==> src/rtl/i2s_transceiver.sv <==
// i2s_transceiver: I2S master generating mclk/bclk/lrclk, receiving the left
// channel from the ADC and transmitting one sample on both DAC channels.
module i2s_transceiver #(
  parameter int data_width = 16,
  parameter int bclk_half  = 4
) (
  input  logic                         clk,
  input  logic                         reset,
  input  logic                         enable,
  input  logic signed [data_width-1:0] out_sample,
  output logic signed [data_width-1:0] in_sample,
  output logic                         in_valid,
  output logic                         mclk,
  output logic                         bclk,
  output logic                         lrclk,
  input  logic                         i2s_din,
  output logic                         i2s_dout
);
  localparam int W  = data_width;
  localparam int FW = $clog2(2 * W);
  localparam int DW = $clog2(bclk_half);
  logic [DW-1:0] div;
  logic [FW-1:0] f, nf;
  logic [W-1:0] tx_shift, tx_hold, rx_shift;
  logic wrap, rise, fall;
  assign wrap = div == DW'(bclk_half - 1);
  assign rise = wrap & ~bclk;
  assign fall = wrap & bclk;
  assign nf   = f == FW'(2 * W - 1) ? '0 : f + 1'b1;
  always_ff @(posedge clk or negedge reset)
    if (!reset) begin
      {mclk, bclk, lrclk, i2s_dout, in_valid} <= '0;
      div       <= '0;
      f         <= FW'(2 * W - 1);
      tx_shift  <= '0;
      tx_hold   <= '0;
      rx_shift  <= '0;
      in_sample <= '0;
    end else if (!enable) begin
      {mclk, bclk, lrclk, i2s_dout, in_valid} <= '0;
      div      <= '0;
      f        <= FW'(2 * W - 1);
      tx_shift <= '0;
      tx_hold  <= '0;
      rx_shift <= '0;
    end else begin
      mclk     <= ~mclk;
      div      <= wrap ? '0 : div + 1'b1;
      in_valid <= rise && f == FW'(W - 1);
      if (wrap) bclk <= ~bclk;
      if (fall) begin
        f     <= nf;
        lrclk <= nf >= FW'(W - 1) && nf <= FW'(2 * W - 2);
        // the sample is latched once per frame and replayed for the right slot
        if (nf == '0) begin
          tx_shift <= out_sample;
          tx_hold  <= out_sample;
          i2s_dout <= out_sample[W-1];
        end else if (nf == FW'(W)) begin
          tx_shift <= tx_hold;
          i2s_dout <= tx_hold[W-1];
        end else begin
          tx_shift <= {tx_shift[W-2:0], 1'b0};
          i2s_dout <= tx_shift[W-2];
        end
      end
      if (rise) begin
        rx_shift <= {rx_shift[W-2:0], i2s_din};
        if (f == FW'(W - 1)) in_sample <= {rx_shift[W-2:0], i2s_din};
      end
    end
endmodule
==> config.mk <==
export PLATFORM = sky130hd
export DESIGN_NAME = i2s_transceiver
export DESIGN_NICKNAME = d
export VERILOG_FILES = /design/src/rtl/i2s_transceiver.sv
export SDC_FILE = /design/constraint.sdc
export NUM_CORES = 1
export LEC_CHECK = 0
export CAP_MARGIN = 10
export CORE_ASPECT_RATIO = 1.4
export CORE_MARGIN = 2
export CORE_UTILIZATION = 56
export DETAILED_ROUTE_END_ITERATION = 16
export HOLD_SLACK_MARGIN = 0.02
export PLACE_DENSITY = 0.89
export SLEW_MARGIN = 25
export SYNTH_ARGS = -nofsm -noshare
export SYNTH_HDL_FRONTEND = slang
export SYNTH_SLANG_ARGS = --single-unit
==> constraint.sdc <==
create_clock -name clk -period 2.6 [get_ports clk]
set_input_delay 0.39 -clock clk [delete_from_list [all_inputs] [get_ports clk]]
set_output_delay 0.39 -clock clk [all_outputs]
set_load 0.05 [all_outputs]
==> run_results.csv <==
group,metric,value,unit
die,die_w,70.6,um
global_route,grt_start_max_net_pins,50,
logic_synthesis,ys_ff_latch,74,
logic_synthesis,synth_mux_area_share,9.78,%
logic_synthesis,synthSimpleGateAreaFrac,14.1,%
clock_network,cts-hold-fix-buffers,0,
route,via_count,2470,
placement,hpwl,4500,um
power_and_ir_drop,p_leak,1.91,nW
global_route,groute.usage.overall,21.3,%
setup_path,worstSetupStartpoint,"f[0]$_DFFE_PN1P_",
timing,finalSetupViolCount,0,
layout,nets,380,
logic_synthesis,netlist_instances,320,
setup_path,end_kind,"flop",
route,top_layer,"met4",
layout,drive_above_1_share,16.9,%
die,coreArea,6130,um^2
logic_synthesis,synth_nets,344,
global_route,grt_overflow_total,0,
logic_synthesis,synth_top_area_share,49.6,%
clock_network,clk_latency,0.35,ns
setup_path,r2r-start,"f[0]$_DFFE_PN1P_",
clock_network,ctsResizeCount,0,
timing,finalHoldViolCount,0,
logic_synthesis,synth_compound_area_share,15.0,%
layout,diodes,0,
die,ios,41,
setup_path,r2r_end,"i2s_dout$_DFFE_PN0P_",
logic_synthesis,synthAdderAreaFrac,1.44,%
global_route,antenna_found_initial,0,
route,met2_length,3570,um
logic_synthesis,synth_cell_types,40,
logic_synthesis,yosysTopAreaCell,"dfrtp_1",
logic_synthesis,synth_top_family_by_area,"compound AO/OA/AOI/OAI gates",
clock_network,cts_buffers,9,
timing,tightest_slew,0.590,ns
die,die_height,97.3,um
logic_synthesis,synth-seq-area-share,53.4,%
route,dr.pass1.iters,4,
setup_path,r2r_setup_slack,0.39,ns
timing,fmax,453,MHz
logic_synthesis,synth_xor_area_share,0.252,%
route,drc,0,
route,via_per_inst,5.70,
timing,timing.hold.ws,0.0417,ns
timing,maxSlewHeadroom,60.7,%
layout,multi_input_area,1410,um^2
layout,fill_cells,508,
timing,maxSlewViolCount,0,
timing,skew,0.00719,ns
die,num_rows,34,
global_route,grt_pass1_wl,11600,um
route,wl_met3,285,um
setup_path,cp-endpoint,"i2s_dout$_DFFE_PN0P_",
timing,final.min_clock_period,2.21,ns
setup_path,critPathLaunchType,"flop",
placement,portBuffers,40,
clock_network,cts.htree.levels,3,
logic_synthesis,syn_avg_cell_area,10.9,um^2
setup_path,crit_required,2.80,ns
min_path,hp-class,"in2async",
power_and_ir_drop,ir_drop,0.484,mV
layout,syn_to_final_growth,18.4,%
job,cap_violations,0,
route,postRouteAntennaNets,0,
setup_path,path_class,"reg2reg",
die,start_util,56.8,%
layout,seqCellArea,1860,um^2
route,routedLengthMet1,2690,um
route,drtIter0Drc,161,
clock_network,cts_root_buf,"clkbuf_8",
clock_network,cts_setup_buffers,0,
timing,timing.final.crit_share,85.0,%
timing,fin_tns_setup,0,ns
route,wl_per_cell,15.4,um
clock_network,cts.sink_count,74,
logic_synthesis,netlist_area,3480,um^2
timing,grt_setup_unrepaired,"no",
route,drt-total-wl,6670,um
clock_network,path_clk_slew,0.07,ns
power_and_ir_drop,p_per_area,558,nW/um^2
clock_network,cts_tree,"yes",
clock_network,clock_path_buffers,2,
logic_synthesis,synth.area.top_cells,"dfrtp_1 (50%), nand2_1 (9.0%), mux2_2 (5.2%)",
global_route,grt_pass1_vias,2534,
setup_path,crit_arrival,2.41,ns
logic_synthesis,yosys_warnings,0,
placement,gp_congestion,0.850,
setup_path,r2r_cells,5,
setup_path,cp_max_fo,32,
die,die_area,6870,um^2
run_status,status,"complete, no violations",
[registers in the layout, summed over array words and instances, names as in the netlist]
name	flops
bclk	1
div	2
f	5
i2s_dout	1
in_sample	16
in_valid	1
lrclk	1
mclk	1
rx_shift	15
tx_hold	16
tx_shift	15
[worst max-delay path: stages, from the launching register on]
cell and delay (ns):
dfstp_2 0.61, ha_1 0.31, nor3_2 0.09, o311ai_4 0.41, a21o_4 0.44, o221ai_1 0.21
[layout make-up]
cell class	count	area share, %
Tap cell	72	2.19
Clock buffer	11	3.43
Sequential cell	74	45.1
Clock inverter	5	1.88
Inverter	19	1.73
Timing Repair Buffer	48	11.4
Multi-Input combinational cell	204	34.3
[routing by layer]
layer / vias to the layer above / global-route usage [%]
met2: 73 / 37.2
met4: 0 / 9.29
met1: 1207 / 25.1
met5: - / 0
met3: 14 / 4.15
li1: 1176 / -
[worst min-delay path by stage]
stage                         from                  endpoint  slack [ns]  cells past startpoint
finish                       reset   rx_shift[2]$_DFFE_PN0P_        0.04                      1
global route                 reset  in_sample[9]$_DFFE_PN0P_        0.08                      1
CTS                          reset  in_sample[2]$_DFFE_PN0P_        0.05                      1
detailed placement  mclk$_DFF_PN0_            mclk$_DFF_PN0_        0.42                      1
global placement             reset  in_sample[2]$_DFFE_PN0P_        0.42                      1
floorplan                    reset          bclk$_DFFE_PN0P_        0.09                      0
[report_power, final]
part | internal, W | total [W] | switching, W | leakage, nW
sequential | 0.00116 | 0.00116 | 0.00000597 | 1.01
clock | 0.000564 | 0.000980 | 0.000416 | 0.109
combinational | 0.0000629 | 0.000153 | 0.0000904 | 0.785
total | 0.00179 | 0.00230 | 0.000512 | 1.91
[synth_stat cells, drive strengths merged]
master and number:
ha 4, nand4bb 1, a21oi 1, buf 10
nor2 2, o221ai 15, and3 1, xnor2 1
or3 2, nor3 1, o22ai 16, and2 2
nand3b 1, and4bb 1, o211ai 2, mux2 16
a21o 1, o21ai 4, inv 19, and4 1
o311ai 2, nand3 6, nand2b 2, mux2i 16
dfrtp 69, nand2 83, dfstp 5, nand4 2
a31oi 1, clkbuf 13, a21boi 17, nor2b 3
[layout by cell type, fill, tap and decap left out, types with 2 or more instances in the layout]
master,count
nand2_1,83
and2_1,2
mux2_2,16
buf_4,7
o21ai_0,3
bufinv_16,2
mux2i_1,16
nor2b_1,3
nand4_1,2
o22ai_1,16
clkinv_2,2
dfstp_2,5
clkdlybuf4s50_1,39
ha_1,4
o221ai_2,10
nand2b_1,2
nand3_1,4
o211ai_1,2
inv_1,19
a21boi_0,17
or3_1,2
clkbuf_8,10
o221ai_1,5
nor2_1,2
dfrtp_1,69
[through the flow]
step	total power, W	setup slack (ns)	utilization (%)	instance area, um^2	std cells
final	0.00230	0.391	67.2	4120	433
after global placement	0.00134	0.484	63.7	3900	417
after floorplan	0.00126	0.324	-	3480	320
after detailed placement	0.00134	0.399	63.7	3900	417
after CTS	0.00232	0.380	67.2	4120	433
after global routing	0.00238	0.205	67.2	4120	433
[kinds of logic after synthesis]
group,Yosys count
flops,74
buf+inv,42
mux,32
compound gates,59
xor+xnor,1
fa+ha+maj,4
simple gates,108
Note: power is estimated with default switching activity, not from simulation.
